[src/rtl/ram8_pkg.sv]
// Shared definitions for the ram8_ctrl register memory: geometry, FSM states and parity helper.
package ram8_pkg;

    localparam int unsigned ADDR_W    = 3;
    localparam int unsigned DEPTH     = 8;
    localparam int unsigned PAR_MAX_W = 64;

    typedef enum logic {
        StIdle  = 1'b0,
        StClear = 1'b1
    } state_t;

    // Even-parity bit: callers zero-extend their word to PAR_MAX_W, which leaves the XOR unchanged.
    function automatic logic even_parity(input logic [PAR_MAX_W-1:0] data);
        return ^data;
    endfunction

endpackage

[src/rtl/decoder.sv]
// 3-to-8 one-hot decoder feeding the per-word load enables of ram8_ctrl.
module decoder
    import ram8_pkg::*;
(
    input  logic [ADDR_W-1:0] sel,
    output logic [DEPTH-1:0]  onehot
);

    always_comb begin
        onehot = '0;
        onehot[sel] = 1'b1;
    end

endmodule

[src/rtl/ram8_ctrl.sv]
// 8-word register memory with valid/ready request port, registered read response and clear sweep.
// Optional per-word even parity is enabled by defining RAM8_CTRL_PARITY_EN.
module ram8_ctrl
    import ram8_pkg::*;
#(
    parameter int unsigned     WIDTH     = 16,
    parameter logic [WIDTH-1:0] CLR_VALUE = '0
) (
    input  logic              clk,
    input  logic              reset,
    input  logic              req_valid,
    output logic              req_ready,
    input  logic              req_we,
    input  logic [ADDR_W-1:0] req_addr,
    input  logic [WIDTH-1:0]  req_wdata,
    output logic              rsp_valid,
    input  logic              rsp_ready,
    output logic [WIDTH-1:0]  rsp_rdata,
    output logic              rsp_perr,
    input  logic              clr_start,
    output logic              clr_busy,
    output logic              clr_done
);

    localparam logic [ADDR_W-1:0] LastWord = ADDR_W'(DEPTH - 1);

    state_t            state_q;
    logic [ADDR_W-1:0] cnt_q;
    logic              busy_q;
    logic              done_q;

    logic [WIDTH-1:0]  mem_q [DEPTH];
    logic              rsp_valid_q;
    logic [WIDTH-1:0]  rsp_rdata_q;

    logic              accept;
    logic              wr_en;
    logic              rd_accept;
    logic [ADDR_W-1:0] dec_sel;
    logic [DEPTH-1:0]  dec_onehot;
    logic [DEPTH-1:0]  load_en;
    logic [WIDTH-1:0]  wdata;

    assign req_ready = (state_q == StIdle) && !clr_start && (!rsp_valid_q || rsp_ready);
    assign accept    = req_valid && req_ready;
    assign rd_accept = accept && !req_we;
    assign wr_en     = (state_q == StClear) || (accept && req_we);
    assign dec_sel   = (state_q == StClear) ? cnt_q : req_addr;
    assign wdata     = (state_q == StClear) ? CLR_VALUE : req_wdata;
    assign load_en   = dec_onehot & {DEPTH{wr_en}};

    decoder u_decoder (
        .sel    (dec_sel),
        .onehot (dec_onehot)
    );

    always_ff @(posedge clk) begin
        if (reset) begin
            state_q <= StIdle;
            cnt_q   <= '0;
            busy_q  <= 1'b0;
            done_q  <= 1'b0;
        end else begin
            unique case (state_q)
                StIdle: begin
                    if (clr_start) begin
                        state_q <= StClear;
                        cnt_q   <= '0;
                        busy_q  <= 1'b1;
                    end
                end
                StClear: begin
                    // done is raised one edge early so it coincides with the last sweep write
                    done_q <= (cnt_q == LastWord - ADDR_W'(1));
                    if (cnt_q == LastWord) begin
                        state_q <= StIdle;
                        cnt_q   <= '0;
                        busy_q  <= 1'b0;
                    end else begin
                        cnt_q <= cnt_q + ADDR_W'(1);
                    end
                end
                default: state_q <= StIdle;
            endcase
        end
    end

    always_ff @(posedge clk) begin
        for (int i = 0; i < DEPTH; i++) begin
            if (reset) begin
                mem_q[i] <= '0;
            end else if (load_en[i]) begin
                mem_q[i] <= wdata;
            end
        end
    end

    always_ff @(posedge clk) begin
        if (reset) begin
            rsp_valid_q <= 1'b0;
            rsp_rdata_q <= '0;
        end else if (rd_accept) begin
            rsp_valid_q <= 1'b1;
            rsp_rdata_q <= mem_q[req_addr];
        end else if (rsp_ready) begin
            rsp_valid_q <= 1'b0;
        end
    end

`ifdef RAM8_CTRL_PARITY_EN
    logic [DEPTH-1:0] par_q;
    logic             rsp_perr_q;
    logic             wpar;
    logic             rd_perr;

    assign wpar    = even_parity(PAR_MAX_W'(wdata));
    assign rd_perr = par_q[req_addr] ^ even_parity(PAR_MAX_W'(mem_q[req_addr]));

    always_ff @(posedge clk) begin
        for (int i = 0; i < DEPTH; i++) begin
            if (reset) begin
                par_q[i] <= 1'b0;
            end else if (load_en[i]) begin
                par_q[i] <= wpar;
            end
        end
    end

    always_ff @(posedge clk) begin
        if (reset) begin
            rsp_perr_q <= 1'b0;
        end else if (rd_accept) begin
            rsp_perr_q <= rd_perr;
        end
    end

    assign rsp_perr = rsp_perr_q;
`else
    assign rsp_perr = 1'b0;
`endif

    assign rsp_valid = rsp_valid_q;
    assign rsp_rdata = rsp_rdata_q;
    assign clr_busy  = busy_q;
    assign clr_done  = done_q;

endmodule

[config.mk]
export PLATFORM = sky130hd
export DESIGN_NAME = ram8_ctrl
export DESIGN_NICKNAME = d
export VERILOG_FILES = /design/src/rtl/ram8_pkg.sv /design/src/rtl/decoder.sv /design/src/rtl/ram8_ctrl.sv
export SDC_FILE = /design/constraint.sdc
export NUM_CORES = 1
export LEC_CHECK = 0
export CORE_MARGIN = 5
export CORE_UTILIZATION = 45
export CTS_CLUSTER_SIZE = 14
export DETAILED_ROUTE_END_ITERATION = 16
export PLACE_DENSITY_LB_ADDON = 0.25
export RECOVER_POWER = 50
export SLEW_MARGIN = 15
export SYNTH_ARGS = -nofsm -noshare
export SYNTH_HDL_FRONTEND = slang
export SYNTH_HIERARCHICAL = 1
export SYNTH_SLANG_ARGS = --single-unit
[constraint.sdc]
create_clock -name clk -period 4.7 [get_ports clk]
set_input_delay 0.94 -clock clk [delete_from_list [all_inputs] [get_ports clk]]
set_output_delay 0.94 -clock clk [all_outputs]
set_load 0.03 [all_outputs]
Word level (Yosys, flattened, before mapping)

Memory sizes are Yosys's and may differ from the RTL's. A register that Yosys moved wholly into a read port is not among the register bits.
Index checks and enable logic that the tools add are counted.

RAM bits: 128
Output and inout port bits: 21
Input port bits: 25
Word-level logic and storage cells: 85
Register bits after elaboration: 7
Memories kept: 1

Reductions and logical operators: 13
Eq/ne operators: 4
Bitwise gates (word level): 10
Add/subtract/negate cells: 1
Magnitude comparators: 2
Muxes and demuxes: 49

Memories:

| name  | depth | width | read ports | clocked after memory_dff | wr ports | line            | source |
|---|---|---|---|---|---|---|---|
| mem_q | 8     | 16    | 1          | 1                        | 8        | ram8_ctrl.sv:32 | `logic [WIDTH-1:0] mem_q [DEPTH];` |

Operator list:

| operator            | number |
|---|---|
| $mux 16             | 9 |
| $mux 1              | 33 |
| $mux 3              | 3 |
| $and 8x8->8         | 1 |
| $or 1x1->1          | 8 |
| $eq 3x3->1 const B  | 2 |
| $logic_and 1x1->1   | 6 |
| $pmux 3 s2          | 1 |
| $lt 3x4->1 const B  | 1 |
| $pmux 1 s2          | 2 |
| $add 3x1->3 const B | 1 |
| $demux 1 s3         | 1 |
| $ge 3x1->1 const B  | 1 |
| $logic_not 1->1     | 3 |
| $logic_or 1x1->1    | 2 |
| $ne 2x1->1 const B  | 1 |
| $ne 2x2->1 const B  | 1 |
| $reduce_and 2->1    | 1 |
| $reduce_bool 2->1   | 1 |
| $not 1->1           | 1 |

Depth between registers and ports, before layout

Depth in word-level cells: 11
Mapped depth: 8
Depth with buffers taken out: 5

Cells and area by module

The synthesis kept the hierarchy.

By module, submodules not included:

| module    | sequential area each (µm²) | instances | area each (µm²) | cells an instance |
|---|---|---|---|---|
| ram8_ctrl | 4304.1                     | 1         | 6924.1          | 499 |
| decoder   | 0.0                        | 1         | 65.1            | 8 |

Worst setup path after synthesis

No wires, ideal clock.

Kind: in2reg
From: input req_addr[0]
To: memory mem_q[6][10], data pin
Data arrival time: 2.480 ns
Setup slack: 1.953 ns
Path buffers: 4
Library setup time: 0.267 ns
Required time: 4.433 ns
Stages: 8
Cells stage by stage: buf_2 -> buf_2 -> mux2_2 -> and3b_2 -> nand2b_1 -> buf_1 -> clkbuf_1 -> nor3_1

RTL lines:

| element            | line            | source |
|---|---|---|
| start: declaration | ram8_ctrl.sv:14 | `input logic [ADDR_W-1:0] req_addr,` |
| end: declaration   | ram8_ctrl.sv:32 |  |

Final worst setup path

From: input clr_start
To: register rsp_rdata_q[2] (netlist: rsp_rdata[2]) (read register of mem_q)

Cells in the longest elaborated chain, start to end: 5

RTL lines:

| element                        | line            | source |
|---|---|---|
| start: declaration             | ram8_ctrl.sv:20 | `input logic clr_start,` |
| $logic_not 1->1                | ram8_ctrl.sv:44 | `assign req_ready = (state_q == StIdle) && !clr_start && (!rsp_valid_q \|\| rsp_ready);` |
| $logic_and 1x1->1 (2 in a row) | ram8_ctrl.sv:44 |  |
| $logic_and 1x1->1              | ram8_ctrl.sv:45 | `assign accept = req_valid && req_ready;` |
| $logic_and 1x1->1              | ram8_ctrl.sv:46 | `assign rd_accept = accept && !req_we;` |
| end: declaration               | ram8_ctrl.sv:34 | `logic [WIDTH-1:0] rsp_rdata_q;` |

Every way passes these cells.
A chain may end at the register's enable or synchronous reset.

==> flow_summary_export.csv <==
group,metric,value,unit
cells_and_area,drive_gt1_frac,0.148,
global_routing,globalRouteMet2Util,0.308,
cells_and_area,fill_cells,1297,
sta,fin_worst_skew,0.00770,ns
clock_network,cts.sinks,151,
worst_hold_path,min_path_type,"reg2reg",
synthesis,syn_area,0.00699,sq mm
critical_path,worstPathRequired,4.92,ns
clock_network,cts_root_buf,"clkbuf_16",
global_routing,grt_pass1_wl,25200,um
cells_and_area,finish.net_count,535,
critical_path,cp.depth,4,
synthesis,syn_avg_cell_area,13.8,sq um
route,viasPerCell,6.03,
sta,period_minus_slack,3.70,ns
sta,setup_tns,0,ns
outcome,outcome,"complete, but fails checks",
pwr,p_leak,2.71,nW
critical_path,cp_num_buf_inv,1,
cells_and_area,area_growth,13.4,%
synthesis,synth.area.top_cells,"edfxtp_1 (55%), mux4_2 (9.7%), nor3_1 (9.2%)",
route,drtIter0Drc,440,
clock_network,cts_tree,"yes",
sta,finalMaxSlewViolations,59,
synthesis,synth_top_area_share,0.550,
synthesis,ys_ff_latch,151,
critical_path,cp.arrival,3.92,ns
synthesis,synthDistinctLibCells,33,
sta,max-slew-margin-rel,-0.230,
sta,fin_crit_sh,0.787,
clock_network,postCtsHoldBufs,0,
critical_path,worstRegToRegCells,4,
sta,worst-slew-pin-transition,1.83,ns
floorplanning,die_area,0.0181,sq mm
floorplanning,fp.dieW,135,um
worst_hold_path,hold_depth,2,
global_routing,grt_pass1_vias,4261,
cells_and_area,final_area,0.00793,sq mm
synthesis,synthFlopType,"edfxtp_1",
critical_path,slowest_stage,"nor3_1",
route,route.detailed.drc,0,
critical_path,start_kind,"primary input",
critical_path,max_stage_delay,1.45,ns
clock_network,path_clk_slew,0.06,ns
synthesis,netlist_instances,507,
pwr,peakVddDrop,282,uV
synthesis,ys_seq_area_frac,0.616,
global_routing,use_met3,0.0369,
placed_design,portBuffers,44,
synthesis,ys_async_sr_fraction,0,
clock_network,clk_latency,0.42,ns
floorplanning,coreArea,0.0152,sq mm
sta,rsz0062_at_grt,"false",
floorplanning,rows,45,
global_routing,grt-busiest-layer,"met2",
cells_and_area,final_common_cell,"nor3_1",
placed_design,place_area,0.00738,sq mm
outcome,violations,"max-capacitance violations, max-slew violations",
pwr,powerDensity,409,mW/mm^2
floorplanning,die-height,135,um
synthesis,syn_nets,535,
synthesis,synth_enable_flop_cells,128,
global_routing,overflow,0,
route,ant_nets,0,
critical_path,end_kind,"flip-flop",
route,finalWirelength,16100,um
critical_path,cp_cell_sequence,"dlygate4sd3_1, nor3_1, and3_1, a211oi_1",
cells_and_area,fin_util,0.521,
placed_design,dp.final_hpwl,9420,um
sta,hold_viol_final,0,
synthesis,ys_warn_count,6,
floorplanning,initial_utilization,0.460,
floorplanning,ioPinCount,46,
clock_network,htree_levels,4,
cells_and_area,final_cell_mix,"nor3_1 (130), edfxtp_1 (128), mux4_2 (30), nand2b_1 (27), dfxtp_1 (23)",
global_routing,antenna_found_initial,0,
global_routing,grt_max_degree,64,
clock_network,cts_setup_buffers,0,
clock_network,clk_path_buf_depth,2,
clock_network,numCtsBuffers,17,
global_routing,grt_util_all_layers,0.188,
cells_and_area,n_antenna_cell,0,
sta,clock.fmax,0.270,GHz
route,drt-wirelength-per-cell,22.7,um
route,drtPass1Iterations,5,
critical_path,cp_max_fo,18,
critical_path,crit_type,"in2reg",
critical_path,cp_top_family,"simple AND/OR/NAND/NOR gates",
placed_design,place.gp.congestion,0.751,
run,maxCapViolations,2,
synthesis,synth_top_cell_by_area,"edfxtp_1",
global_routing,use_met1,0.251,
clock_network,ctsResizeCount,0,
sta,setup_viol,0,
route,num_vias,4267,
logic make-up after synthesis:
| family | after synthesis | synth area share |
|---|---|---|
| buffers and inverters | 74 | 0.0526 |
| and+or+nand+nor | 177 | 0.137 |
| DFF | 151 | 0.616 |
| muxes | 52 | 0.133 |
| other | 1 | 0.000537 |
| AOI/OAI and AO/OA | 49 | 0.0548 |
| adders and majority gates | 3 | 0.00537 |
worst paths after layout:
| check | end | slack [ns] | startpoint |
|---|---|---|---|
| setup / recovery | rsp_rdata[2] | 1.00 | clr_start |
| hold / removal | clr_done | 0.47 | clr_done |
| setup reg to reg | rsp_rdata[2] | 1.62 | state_q |
| hold reg to reg | clr_done | 0.47 | clr_done |
metrics by stage:
stage,cells,setup WS (ns),total power [mW],hold slack (ns)
6_report,708,1.00,3.24,0.465
5_1_grt,708,0.799,3.35,0.500
4_1_cts,708,1.19,3.27,0.473
3_5_place_dp,676,1.19,1.89,0.465
3_3_place_gp,676,1.21,1.88,0.456
2_1_floorplan,507,1.95,1.79,0.484
tightest hold or removal path: stages (launching register included):
cell and delay [ns]:
dfxtp_1 0.30, nand2b_1 0.06, a21oi_1 0.05
metal layers:
layer / vias to the layer above / wire length (um)
li1: 1957 / -
met1: 2124 / 6690
met2: 169 / 8090
met3: 17 / 1020
met4: 0 / 255
met5: - / 0
report_power, final:
group          switching, mW  leakage (nW)  total, mW  internal, mW
clock                  0.516         0.294       1.39         0.876
sequential            0.0178          1.52       1.54          1.52
combinational          0.204         0.902      0.315         0.111
total                  0.738          2.71       3.24          2.51
state kept, by name (all words and copies together) (netlist names):
signal	count
cnt_q	3
clr_busy	1
state_q	1
clr_done	1
rsp_rdata	16
mem_q	128
rsp_valid	1
area by class of cell:
type	instances	area, sq um	area share
sequential	151	4300	0.543
timing repair buffer	52	492	0.0620
clock buffer	24	482	0.0608
tap	188	235	0.0297
clock inverter	8	121	0.0153
inverter	3	11.3	0.00142
multi-input combinational	282	2280	0.288
synthesized netlist by cell type (2+ instances only):
library cell	count
nor3_1	129
inv_1	3
buf_1	16
a211oi_1	6
nor2_1	5
mux2_2	3
dfxtp_1	23
nand2b_1	27
mux4_2	30
a21oi_1	6
a21o_1	8
mux2i_1	17
and3b_2	3
buf_2	25
buf_12	2
nor3b_1	6
a211oi_2	10
buf_6	3
clkbuf_1	24
ha_1	3
mux4_1	2
nand3_1	2
a31oi_1	17
edfxtp_1	128
(Power assumes the default switching activity.)
